--- config.mk ---
export PLATFORM = sky130hd
export DESIGN_NAME = rf_wb_arbiter
export DESIGN_NICKNAME = d
export VERILOG_FILES = /design/src/rtl/rf_wb_arbiter.sv
export SDC_FILE = /design/constraint.sdc
export NUM_CORES = 1
export LEC_CHECK = 0
export CORE_AREA = 2 2 105 107
export DETAILED_ROUTE_END_ITERATION = 8
export DIE_AREA = 0 0 107 109
export PLACE_DENSITY = 0.89
export SETUP_SLACK_MARGIN = 0.05
export SYNTH_ARGS = -nofsm -noshare
export SYNTH_HDL_FRONTEND = slang
export SYNTH_SLANG_ARGS = --single-unit
export TNS_END_PERCENT = 1
--- constraint.sdc ---
create_clock -name clk -period 3.65 [get_ports clk]
set_input_delay 0.5475 -clock clk [delete_from_list [all_inputs] [get_ports clk]]
set_output_delay 0.5475 -clock clk [all_outputs]
set_load 0.005 [all_outputs]
--- src/rtl/rf_wb_arbiter.sv ---
`default_nettype none
// ============================================================================
//  Module      : rf_wb_arbiter
//  Description : Two-requester register-file writeback arbiter (ALU, memory
//                load) with round-robin priority. Also keeps a pending-write
//                scoreboard with hazard detection and a sticky error for
//                double reservation.
//                Optional macro RF_WB_BYPASS_EN forwards the in-flight
//                writeback data to the read ports and masks the matching
//                hazard.
//  Revision    : 1.0 - initial release
// ============================================================================
module rf_wb_arbiter (
    input  logic        clk,
    input  logic        reset,
    // ALU writeback requester
    input  logic        a_valid,
    input  logic [3:0]  a_dest,
    input  logic [31:0] a_data,
    output logic        a_ready,
    // Memory-load writeback requester
    input  logic        m_valid,
    input  logic [3:0]  m_dest,
    input  logic [31:0] m_data,
    output logic        m_ready,
    // Issue-stage reservation
    input  logic        rsv_valid,
    input  logic [3:0]  rsv_dest,
    // Register file read path
    input  logic [3:0]  src0,
    input  logic [3:0]  src1,
    input  logic [31:0] rd0_in,
    input  logic [31:0] rd1_in,
    output logic [31:0] rd0_out,
    output logic [31:0] rd1_out,
    // Register file write port
    output logic        rf_we,
    output logic [3:0]  rf_dest,
    output logic [31:0] rf_data,
    // Scoreboard
    output logic [15:0] busy,
    output logic        hazard,
    output logic        rsv_err
);

    // Priority pointer encoding: which requester wins when both are valid
    localparam logic [0:0] c_PRI_ALU = 1'b0;
    localparam logic [0:0] c_PRI_MEM = 1'b1;

    logic [0:0]  r_ptr;
    logic        w_grant_a;
    logic        w_grant_m;
    logic [15:0] w_busy_clr;
    logic [15:0] w_busy_set;
    logic        w_rsv_conflict;
    logic        w_byp0;
    logic        w_byp1;

    // Grant decode: lone valid always wins, contention resolved by pointer;
    // nothing is granted while reset is asserted
    always_comb begin
        w_grant_a = 1'b0;
        w_grant_m = 1'b0;
        if (!reset) begin
            if (a_valid && m_valid) begin
                w_grant_a = (r_ptr == c_PRI_ALU);
                w_grant_m = (r_ptr == c_PRI_MEM);
            end else begin
                w_grant_a = a_valid;
                w_grant_m = m_valid;
            end
        end
    end

    assign a_ready = w_grant_a;
    assign m_ready = w_grant_m;

    // Round-robin pointer: after any grant the other requester gets priority
    always_ff @(posedge clk) begin
        if (reset) begin
            r_ptr <= c_PRI_ALU;
        end else if (w_grant_a) begin
            r_ptr <= c_PRI_MEM;
        end else if (w_grant_m) begin
            r_ptr <= c_PRI_ALU;
        end
    end

    // Writeback register: the winner's dest/data are presented for one cycle
    always_ff @(posedge clk) begin
        if (reset) begin
            rf_we   <= 1'b0;
            rf_dest <= 4'd0;
            rf_data <= 32'd0;
        end else begin
            rf_we <= w_grant_a | w_grant_m;
            if (w_grant_a) begin
                rf_dest <= a_dest;
                rf_data <= a_data;
            end else if (w_grant_m) begin
                rf_dest <= m_dest;
                rf_data <= m_data;
            end
        end
    end

    // One-hot set/clear vectors for the scoreboard update
    always_comb begin
        w_busy_clr = 16'd0;
        w_busy_set = 16'd0;
        if (rf_we) begin
            w_busy_clr[rf_dest] = 1'b1;
        end
        if (rsv_valid) begin
            w_busy_set[rsv_dest] = 1'b1;
        end
    end

    // A reservation is only legal on a free register or one retiring now
    assign w_rsv_conflict = rsv_valid && busy[rsv_dest] && !w_busy_clr[rsv_dest];

    // Scoreboard: set has precedence over a same-cycle clear
    always_ff @(posedge clk) begin
        if (reset) begin
            busy <= 16'd0;
        end else begin
            busy <= (busy & ~w_busy_clr) | w_busy_set;
        end
    end

    // Sticky reservation error, cleared only by reset
    always_ff @(posedge clk) begin
        if (reset) begin
            rsv_err <= 1'b0;
        end else if (w_rsv_conflict) begin
            rsv_err <= 1'b1;
        end
    end

`ifdef RF_WB_BYPASS_EN
    // Forward the write in flight when it targets a register being read
    assign w_byp0 = rf_we && (rf_dest == src0);
    assign w_byp1 = rf_we && (rf_dest == src1);
`else
    assign w_byp0 = 1'b0;
    assign w_byp1 = 1'b0;
`endif

    assign rd0_out = w_byp0 ? rf_data : rd0_in;
    assign rd1_out = w_byp1 ? rf_data : rd1_in;
    assign hazard  = (busy[src0] && !w_byp0) || (busy[src1] && !w_byp1);

endmodule
`default_nettype wire

==> results.md <==
Run status:
- The flow ran to the end, and the final reports show no timing, DRC or antenna violations.

Floorplanning:
- The overall die height is 109 µm.
- The row count is 38.
- The die covers 0.0117 mm².
- The total I/O pin count is 274.
- For this configuration, the core starts out at a cell density of 0.338.
- In this run the horizontal extent of the chip is 107 µm.
- The placeable core area is 0.0106 mm².

Clock network:
- The clock drives 55 sinks.
- The library cell used as clock root buffer is clkbuf_8.
- The total clock buffers created by CTS is 5.
- The number of buffers added for setup after CTS is 0.
- Clock-pin slew was measured on the worst setup and hold paths at 0.09 ns.
- The count of instances resized after the clock tree is built is 0.
- TritonCTS built the clock tree.
- The number of buffers inserted by hold repair at cts is 0.
- The clock tree synthesis step divided the H-tree into 2 levels.
- The longest clock path from root to sink contains 2 buffers.
- The clock latency on the worst-skew pair is 0.31 ns.

Power:
- The ratio of total power to cell area is 300 mW/mm².
- The internal portion of the total power is 1.01 mW.
- The switching component of the power is 407 µW.
- Of the total power, combinational logic draws 0.278.
- Of the total power, registers draw 0.479.
- In this run the static leakage power is 1.84 nW.
- The net switching share of the total power is 0.287.
- The maximum ir drop on the vdd rail is 0.167 mV.
- The clock group share of total power is 0.243.
- The design draws 1.42 mW.

Logic synthesis:
- Each instance of the synthesized netlist takes up on average 8.36 µm².
- The share of the Yosys chip area taken by registers is 0.307.
- The async set-reset flop share out of synthesis is 0.
- The flip-flop and latch count after synthesis is 55.
- The most used flip-flop cell after synthesis is dfxtp_1.
- The synthesized instance count is 429.
- The synthesized net count is 582.
- After synthesis, the netlist uses 30 different library cells.
- The number of flops mapped to enable cells by yosys is 0.
- The area of the mapped netlist is 0.00359 mm².
- During synthesis, Yosys emitted a total of 0 warnings.
- The area share of the largest cell type after synthesis is 0.307.
- Sorting the synthesized cells by area gives the leading types as dfxtp_1 31%, buf_4 14%, o221a_2 11%, a21oi_1 7.3%, a31oi_1 6.3%.
- The biggest area contributor in the post-synthesis netlist is dfxtp_1.

Worst hold path:
- The min-delay analysis places its worst path in the category reg -> reg.

Critical path:
- The end point of the critical path is hazard.
- The critical register-to-register path endpoint is rf_data[30].
- Among all stages on the critical path, the largest delay is contributed by clkdlybuf4s50_1.
- In this run the critical register-to-register path is launched from r_ptr.
- The beginning of the critical path is src1[0].
- Along the worst path, the maximum fanout reaches 4.
- For this run, the slowest stage of the critical path takes 0.58 ns.
- The critical path is of the in -> out type.
- The setup slack on the worst flop-to-flop path is 1.98 ns.
- The signal on the critical path passes through clkdlybuf4s50_1 -> mux4_1 -> mux4_2 -> or2_1 -> clkdlybuf4s50_1.
- At the worst endpoint, the arrival time is 2.86 ns.
- STA puts the critical path data required time at 3.10 ns.
- The most numerous cell type found on the critical path is clkdlybuf4s50_1.
- The sort of element at the end of the critical path is a primary output.
- Among cell families on the critical path, the largest total delay comes from multiplexers.
- The total stage count of the critical path is 5.
- The worst setup path is launched from a primary input.
- The number of buffer and inverter instances along the worst setup path is 2.
- The path depth of the worst reg2reg path is 4.

Global route:
- The pin count of the biggest net entering global routing is 109.
- The overall track demand over capacity in global routing is 0.176.
- The aggregate global routing overflow is 0.
- The first global-routing pass estimated 16500 µm of wire.
- The number of global-route vias before repair was 3354.
- The number of antenna violations at the first check in global routing is 0.

Route:
- The number of detailed-routing iterations run before antenna repair is 4.
- The count of unresolved DRC violations after routing is 0.
- The routed wire length per instance is 16.7 µm.
- Across all layers, the routed design uses 3380 vias.
- The sum of routed wire length over all layers is 10500 µm.
- The number of antenna-violating nets in the routed design is 0.
- The number of violations reported at the end of detailed-routing iteration 0 is 201.
- The via count normalized by instance count is 5.36.

Timing:
- The total negative setup slack is 0 ns.
- The number of max-slew violations in the final report is 0.
- The shortest period the worst path allows is 3.40 ns.
- The final count of negative-setup-slack endpoints is 0.
- Setup repair after global routing left no endpoint under its margin.
- Hold is met by 0.485 ns.
- After layout, the worst setup slack is 0.247 ns.
- Headroom to the max-slew limit came out at 0.340.
- Dividing the final minimum period by the clock period gives 0.932.
- The transition time at the pin with the least slew margin is 0.991 ns.
- The total count of hold-check failures in the final report is 0.
- Based on the critical path, the design can be clocked at up to 294 MHz.
- The worst-case clock skew is 0.0144 ns.

Layout:
- Compared with the post-synthesis result, the final layout area differs by 31.8%.
- The final net count is 643.
- The count of inserted antenna diode cells is 0.
- Of the cells placed in the final design, the portion with a size suffix greater than 1 is 0.128.
- The final standard cell area without fillers is 0.00473 mm².

Place:
- The worst setup timing slack at the placement stage is 0.230 ns.
- The half-perimeter wire length of the detailed placement result is 7610 µm.
- Once placement finished, the instance area stood at 0.00464 mm².
- The placer congestion estimate is 0.933.
- The number of buffers added on ports is 145.

Job:
- The max-cap check violation count is 0.
-- final cells by class --
class / count / area, µm²
clock buffer: 5 / 68.8
clock inverter: 3 / 20.0
fill: 1011 / 5880
inverter: 36 / 135
multi-input combinational: 242 / 1750
sequential: 55 / 1100
tap: 140 / 175
timing repair buffer: 150 / 1480
-- flip-flops by register name (all words and copies together) (netlist names) --
| signal | cells |
|---|---|
| r_ptr | 1 |
| busy | 16 |
| rf_data | 32 |
| rsv_err | 1 |
| rf_we | 1 |
| rf_dest | 4 |
-- worst reg2reg max path: stages (launching register included) --
cell and delay [ns]:
dfxtp_1 0.71, nand2_1 0.14, nand2_1 0.12, buf_4 0.38, o221a_2 0.28
-- through the flow --
stage	instances	util
6_report	631	0.446
5_1_grt	631	0.446
4_1_cts	631	0.446
3_5_place_dp	623	0.437
3_3_place_gp	623	0.437
2_1_floorplan	429	-
-- cell usage in the layout, fill, tap and decap left out, drive strengths merged, types with 2 or more instances in the layout --
cell,count
clkdlybuf4s50,143
dfxtp,55
a21oi,52
nor2,40
inv,36
a31oi,36
o221a,36
nand2,17
o21ai,17
mux4,14
buf,7
nand3,5
clkbuf,5
nor2b,3
nand2b,3
xor2,3
or2,3
nor3b,2
nand3b,2
mux2i,2
clkinvlp,2
-- Yosys cell counts (all sizes together) (5+ instances only) --
| cell type | instances |
|---|---|
| buf | 67 |
| dfxtp | 55 |
| a21oi | 52 |
| nor2 | 40 |
| a31oi | 36 |
| inv | 36 |
| o221a | 36 |
| clkbuf | 29 |
| nand2 | 17 |
| o21ai | 17 |
| mux4 | 14 |
| nand3 | 5 |
-- cell families (layout without fill, tap and decap cells) --
kind of cell / count (synthesis) / in the layout / synth area share
AO/OA/AOI/OAI: 143 / 143 / 0.277
buffers and inverters: 132 / 194 / 0.206
XOR/XNOR: 4 / 4 / 0.00977
multiplexers: 17 / 17 / 0.103
AND/OR/NAND/NOR: 78 / 78 / 0.0973
flip-flops: 55 / 55 / 0.307
-- worst min-delay path by stage --
| stage | startpoint | end | slack (ns) | depth (start not counted) |
|---|---|---|---|---|
| detailed placement | rsv_err | rsv_err | 0.46 | 2 |
| finish | rsv_err | rsv_err | 0.49 | 2 |
| global route | rsv_err | rsv_err | 0.52 | 2 |
| CTS | rsv_err | rsv_err | 0.49 | 2 |
| floorplan | rsv_err | rsv_err | 0.46 | 2 |
| global placement | rsv_err | rsv_err | 0.46 | 2 |
-- power by group through the flow --
stage | sequential [mW] | clock, mW | combinational [mW]
floorplan | 0.683 | 0 | 0.233
global placement | 0.691 | 0 | 0.385
detailed placement | 0.692 | 0 | 0.395
CTS | 0.679 | 0.367 | 0.397
global route | 0.684 | 0.384 | 0.430
finish | 0.679 | 0.345 | 0.395
-- routing by layer --
layer / up-vias / GRT usage / share of wire
met2: 198 / 0.302 / 0.49
met3: 24 / 0.0604 / 0.089
li1: 1603 / - / -
met4: 0 / 0.0612 / 0.021
met5: - / 0 / 0
met1: 1555 / 0.204 / 0.40
Note: power is estimated with default switching activity, not from simulation.
